**src/rtl/instr_fetch_unit_if.sv**
```systemverilog
// Fetch-unit bundle: instruction-memory request/response, redirect input and
// the decoded-instruction output toward the control decoder.
interface instr_fetch_unit_if #(
  parameter int XLEN = 32
);
  logic            imem_req_valid;
  logic            imem_req_ready;
  logic [XLEN-1:0] imem_req_addr;
  logic            imem_rsp_valid;
  logic [31:0]     imem_rsp_data;
  logic            redirect_valid;
  logic [XLEN-1:0] redirect_pc;
  logic            instr_valid;
  logic            instr_ready;
  logic [31:0]     instr;
  logic [6:0]      op;
  logic [XLEN-1:0] instr_pc;
  logic [XLEN-1:0] instr_pc_plus4;
  logic            fetch_fault;

  modport master (
    output imem_req_valid, imem_req_addr, instr_valid, instr, op,
           instr_pc, instr_pc_plus4, fetch_fault,
    input  imem_req_ready, imem_rsp_valid, imem_rsp_data,
           redirect_valid, redirect_pc, instr_ready
  );

  modport slave (
    input  imem_req_valid, imem_req_addr, instr_valid, instr, op,
           instr_pc, instr_pc_plus4, fetch_fault,
    output imem_req_ready, imem_rsp_valid, imem_rsp_data,
           redirect_valid, redirect_pc, instr_ready
  );
endinterface

```
**src/rtl/instr_fetch_unit.sv**
```systemverilog
// PC owner and single-outstanding instruction fetcher; presents one word at a
// time to the decoder and zeroes instr/op whenever nothing valid is held.
module instr_fetch_unit #(
  parameter int              XLEN     = 32,
  parameter logic [XLEN-1:0] RESET_PC = '0
) (
  input logic             clk,
  input logic             rst_n,
  instr_fetch_unit_if.master bus
);
  typedef enum logic [2:0] {IDLE, REQ, WAIT, HOLD, FAULT} state_t;

  localparam logic [XLEN-1:0] PC_STEP = XLEN'(4);

  state_t          state;
  logic [XLEN-1:0] pc, ipc, ipc4;
  logic [31:0]     instr_q;
  logic            drop, vld, fault;

  assign bus.imem_req_valid = (state == REQ);
  assign bus.imem_req_addr  = pc;
  assign bus.instr_valid    = vld;
  assign bus.instr          = vld ? instr_q : '0;
  assign bus.op             = vld ? instr_q[6:0] : '0;
  assign bus.instr_pc       = ipc;
  assign bus.instr_pc_plus4 = ipc4;
  assign bus.fetch_fault    = fault;

  always_ff @(posedge clk or negedge rst_n) begin
    if (!rst_n) begin
      state   <= IDLE;
      pc      <= RESET_PC;
      drop    <= 1'b0;
      instr_q <= '0;
      ipc     <= '0;
      ipc4    <= '0;
      vld     <= 1'b0;
      fault   <= 1'b0;
    end else if (state != FAULT && bus.redirect_valid) begin
      vld <= 1'b0;
      if (bus.redirect_pc[1:0] != 2'b00) begin
        fault <= 1'b1;
        state <= FAULT;
      end else begin
        pc <= bus.redirect_pc;
        // An in-flight request must have its response swallowed later via drop.
        case (state)
          IDLE, HOLD: state <= REQ;
          REQ: if (bus.imem_req_ready) begin
            state <= WAIT;
            drop  <= 1'b1;
          end
          WAIT: if (bus.imem_rsp_valid) begin
            state <= REQ;
            drop  <= 1'b0;
          end else begin
            drop  <= 1'b1;
          end
          default: ;
        endcase
      end
    end else begin
      case (state)
        IDLE: state <= REQ;
        REQ:  if (bus.imem_req_ready) state <= WAIT;
        WAIT: if (bus.imem_rsp_valid) begin
          if (drop) begin
            drop  <= 1'b0;
            state <= REQ;
          end else begin
            instr_q <= bus.imem_rsp_data;
            ipc     <= pc;
            ipc4    <= pc + PC_STEP;
            pc      <= pc + PC_STEP;
            vld     <= 1'b1;
            state   <= HOLD;
          end
        end
        HOLD: if (bus.instr_ready) begin
          vld   <= 1'b0;
          state <= REQ;
        end
        default: ;
      endcase
    end
  end
endmodule

```
**src/flat_wrapper.sv**
```systemverilog
// flat-port wrapper written by rule: the top's interface ports become plain ports
module instr_fetch_unit_flat 
#(
  parameter int              XLEN     = 32,
  parameter logic [XLEN-1:0] RESET_PC = '0
)
  (clk, rst_n, bus_imem_req_valid, bus_imem_req_addr, bus_instr_valid, bus_instr, bus_op, bus_instr_pc, bus_instr_pc_plus4, bus_fetch_fault, bus_imem_req_ready, bus_imem_rsp_valid, bus_imem_rsp_data, bus_redirect_valid, bus_redirect_pc, bus_instr_ready);
  instr_fetch_unit_if #(.XLEN(XLEN)) bus_i ();
  input logic clk;
  input logic rst_n;
  output wire logic [$bits(bus_i.imem_req_valid)-1:0] bus_imem_req_valid;
  output wire logic [$bits(bus_i.imem_req_addr)-1:0] bus_imem_req_addr;
  output wire logic [$bits(bus_i.instr_valid)-1:0] bus_instr_valid;
  output wire logic [$bits(bus_i.instr)-1:0] bus_instr;
  output wire logic [$bits(bus_i.op)-1:0] bus_op;
  output wire logic [$bits(bus_i.instr_pc)-1:0] bus_instr_pc;
  output wire logic [$bits(bus_i.instr_pc_plus4)-1:0] bus_instr_pc_plus4;
  output wire logic [$bits(bus_i.fetch_fault)-1:0] bus_fetch_fault;
  input wire logic [$bits(bus_i.imem_req_ready)-1:0] bus_imem_req_ready;
  input wire logic [$bits(bus_i.imem_rsp_valid)-1:0] bus_imem_rsp_valid;
  input wire logic [$bits(bus_i.imem_rsp_data)-1:0] bus_imem_rsp_data;
  input wire logic [$bits(bus_i.redirect_valid)-1:0] bus_redirect_valid;
  input wire logic [$bits(bus_i.redirect_pc)-1:0] bus_redirect_pc;
  input wire logic [$bits(bus_i.instr_ready)-1:0] bus_instr_ready;
  assign bus_imem_req_valid = bus_i.imem_req_valid;
  assign bus_imem_req_addr = bus_i.imem_req_addr;
  assign bus_instr_valid = bus_i.instr_valid;
  assign bus_instr = bus_i.instr;
  assign bus_op = bus_i.op;
  assign bus_instr_pc = bus_i.instr_pc;
  assign bus_instr_pc_plus4 = bus_i.instr_pc_plus4;
  assign bus_fetch_fault = bus_i.fetch_fault;
  assign bus_i.imem_req_ready = bus_imem_req_ready;
  assign bus_i.imem_rsp_valid = bus_imem_rsp_valid;
  assign bus_i.imem_rsp_data = bus_imem_rsp_data;
  assign bus_i.redirect_valid = bus_redirect_valid;
  assign bus_i.redirect_pc = bus_redirect_pc;
  assign bus_i.instr_ready = bus_instr_ready;
  instr_fetch_unit #(.XLEN(XLEN), .RESET_PC(RESET_PC)) u_core (.clk(clk), .rst_n(rst_n), .bus(bus_i));
endmodule
```
**config.mk**
```make
export PLATFORM = sky130hd
export DESIGN_NAME = instr_fetch_unit_flat
export DESIGN_NICKNAME = d
export VERILOG_FILES = /design/src/rtl/instr_fetch_unit_if.sv /design/src/rtl/instr_fetch_unit.sv /design/src/flat_wrapper.sv
export SDC_FILE = /design/constraint.sdc
export NUM_CORES = 1
export LEC_CHECK = 0
export CAP_MARGIN = 20
export CORE_MARGIN = 4
export CORE_UTILIZATION = 45
export CTS_CLUSTER_DIAMETER = 150
export DETAILED_ROUTE_END_ITERATION = 8
export GPL_TIMING_DRIVEN = 1
export PLACE_DENSITY = 0.89
export SLEW_MARGIN = 20
export SYNTH_ARGS = -nofsm -noshare
export SYNTH_HDL_FRONTEND = slang
export SYNTH_SLANG_ARGS = --single-unit
```
**constraint.sdc**
```tcl
create_clock -name clk -period 4.95 [get_ports clk]
set_clock_uncertainty 0.05 [all_clocks]
set_input_delay 0.7425 -clock clk [delete_from_list [all_inputs] [get_ports clk]]
set_output_delay 0.7425 -clock clk [all_outputs]
set_load 0.01 [all_outputs]
```
==> metrics.txt <==
total leakage power=~4.1 nW; Crit. End Element=flop; final setup vio count=0; crit-path max FO=between 70 and 80; Critical path buffers and inverters=3; GPL Wtd Cong=approximately 0.83; Detailed Route WL=17660 um; P&R area growth vs syn=41.69%; clk root buf=clkbuf_16; number of remaining DRC errors=0; Min Hold Slack=between 0.2 and 0.3 ns; FF-to-FF Start=u_core.state[2]$_DFFE_PN0P_; CTS HTree Levels=4; total track usage=roughly 22%; routed len/inst=16.26 um; # resized after CTS=0; setup TNS=0 ns; FF-to-FF path depth=7; Hold Buf Count CTS=0; #FFs+latches synth=132; deepest clock path buffer count=2; DP Wirelength=12340 um; initial antenna violation count=1; CP delay by family, top=buffers and inverters; Core ar.=around 14000 um2; post-route minimum period=about 3.0 ns; Synth Instances=just over 700; vias in the first global route=roughly 5500; fill cell count=roughly 1100; I/O Pins=208; initial core utilization=approximately 46%; Mean Syn Cell Area=just under 9 um2; Post CTS Setup Buffer Count=0; Final Non-Filler Cells=between 1000 and 1500; share of the synthesized area in the top cell type=between 50% and 60%; Max Cap Viol=0; CTS tree=built; CP startpoint kind=input port; Arr. time, crit path=~3.3 ns; CP max stage delay=around 0.55 ns; Max Freq=around 330 MHz; global-route wire length before repair=28910 um; Die Y=127.0 um; syn_nets=slightly below 800; layout cells sized above 1=under 10%; Peak VDD IR=approximately 0.00026 V; Core Rows=between 40 and 50; final worst-path cycle share=~61%; overall power=about 3.5 mW; Post-Syn Area=6377 um2; end of the worst register-to-register path=u_core.bus.imem_req_addr[10]$_DFFE_PN0P_; most frequent CP cell=buf_4; status=finished clean; dominant cells by area after synthesis=dfrtp_1 52%, nand2_1 15%, and2_1 3.8%; Synth cell types=between 50 and 60; Die Width=between 100 and 150 um; worst slew pin tran=approximately 0.83 ns; NumNets Final=slightly below 1000; Power Density=388.3 nW/um2; post-route ant nets=0; clk sinks=around 130; largest net degree at the start of global routing=slightly below 80; clk slew on worst S/H paths=~0.060 ns; grt ovf=0; Slew headroom=~45%; critical-path cell list=clkdlybuf4s50_1 -> nor4b_2 -> nand2_4 -> buf_4 -> o21ai_2 -> buf_4 -> o21ai_0 -> a22o_1; Final Hold Vio Count=0; DR iter-0 viols=280; Skew-Pair Late Insertion Delay=between 0.4 and 0.5 ns; Crit-path slowest cell=clkdlybuf4s50_1; routed vias=between 5000 and 6000; placed insts=1054; Worst Path Required=5.21 ns; Die ar.=16140 um2; HP Class=input port to asynchronous set/reset pin; port buffer count=roughly 210; Antenna diodes=0; DR pass1 iterations=4; Post-synth EDFFs=0; RSZ-0062 raised after global routing=false; Reg2Reg Setup Slack=around 2.3 ns; Synthesis Warnings=0; CTS Buf Count=17; Pins Over Slew Limit=0; Seq/Total Area, Yosys=about half; largest area contributor in the netlist=dfrtp_1; via/cell ratio=slightly above 5; Main synth FF type=dfrtp_1; WS Path Type=input port to flop; asr flop ratio synth=100.0%
[sequential cells by signal, indices dropped and copies added (netlist names)]
register	cells
u_core.bus.fetch_fault	1
u_core.bus.imem_req_addr	32
u_core.bus.instr_pc	30
u_core.bus.instr_pc_plus4	32
u_core.bus.instr_valid	1
u_core.drop	1
u_core.instr_q	32
u_core.state	3
[area by class of cell]
type                            count  area [um2]  share of cell area (%)
Tap cell                          180       225.2                   2.492
Clock inverter                      9       125.1                   1.385
Clock buffer                       23       488.0                   5.400
Multi-Input combinational cell    525        2761                   30.56
Sequential cell                   132        3303                   36.55
Inverter                            4       15.01                  0.1662
Timing Repair Buffer              213        2118                   23.44
[metal layers]
layer / routed length [um] / up-vias / GRT usage [%]
met1: 7901 / 2656 / 29.57
met2: 8113 / 205 / 35.12
li1: - / 2727 / -
met5: 13 / - / 0
met3: 1377 / 20 / 7.525
met4: 257 / 2 / 6.940
[cells in the mapped netlist, drive strengths merged (15+ instances only)]
cell / number
nand2: 258
dfrtp: 132
o21ai: 41
and2: 39
buf: 36
a21oi: 27
clkbuf: 25
nor2: 21
xor2: 21
o22ai: 17
nand3: 15
nand4: 15
[worst max-delay path by stage]
stage / from / end / slack, ns / depth (start not counted)
global route: bus_redirect_valid / u_core.bus.imem_req_addr[10]$_DFFE_PN0P_ / 1.66 / 8
finish: bus_redirect_valid / u_core.bus.imem_req_addr[10]$_DFFE_PN0P_ / 1.92 / 8
CTS: bus_redirect_valid / u_core.bus.imem_req_addr[10]$_DFFE_PN0P_ / 1.93 / 8
floorplan: bus_redirect_valid / u_core.bus.instr_pc[15]$_DFFE_PN0P_ / 2.79 / 8
global placement: bus_redirect_valid / u_core.bus.imem_req_addr[10]$_DFFE_PN0P_ / 1.56 / 8
detailed placement: bus_redirect_valid / u_core.bus.imem_req_addr[10]$_DFFE_PN0P_ / 1.48 / 8
[per-stage QoR]
| step | util (%) | cell area [um2] | setup slack [ns] |
|---|---|---|---|
| 2_1_floorplan | - | 6377 | 2.791 |
| 3_3_place_gp | 60.68 | 8423 | 1.563 |
| 3_5_place_dp | 60.68 | 8423 | 1.484 |
| 4_1_cts | 65.10 | 9036 | 1.926 |
| 5_1_grt | 65.10 | 9036 | 1.664 |
| 6_report | 65.10 | 9036 | 1.915 |
[cell families (layout without fill, tap and decap cells)]
| family | after synthesis | in the layout | synth area share [%] |
|---|---|---|---|
| compound gates | 123 | 123 | 12.11 |
| flops | 132 | 132 | 51.80 |
| buf+inv | 65 | 249 | 5.140 |
| simple gates | 372 | 372 | 26.76 |
| fa+ha+maj | 1 | 1 | 0.1962 |
| xor+xnor | 28 | 28 | 3.845 |
| mux | 1 | 1 | 0.1570 |
[power by group]
part	switching, mW	internal, mW	total (mW)
Sequential	0.285	1.19	1.47
Combinational	0.331	0.412	0.743
Clock	0.450	0.842	1.29
Total	1.07	2.44	3.51
[placed cells by master, fill, tap and decap left out, types with 3 or more instances in the layout]
| cell type | n |
|---|---|
| buf_4 | 6 |
| a22oi_1 | 6 |
| clkbuf_16 | 17 |
| dfrtp_1 | 132 |
| nand4_1 | 12 |
| and2_1 | 38 |
| a211oi_1 | 3 |
| xor2_1 | 21 |
| inv_1 | 4 |
| nand3_1 | 13 |
| xnor2_1 | 7 |
| o2bb2a_1 | 3 |
| nor2_1 | 21 |
| o21ai_0 | 38 |
| and3_1 | 4 |
| nand2_1 | 256 |
| a21oi_1 | 26 |
| a31oi_1 | 3 |
| clkbuf_8 | 4 |
| clkdlybuf4s50_1 | 206 |
| a2bb2oi_1 | 10 |
| clkinv_2 | 4 |
| bufinv_16 | 3 |
| o22ai_1 | 17 |
Power figures use the tool's default switching activity.
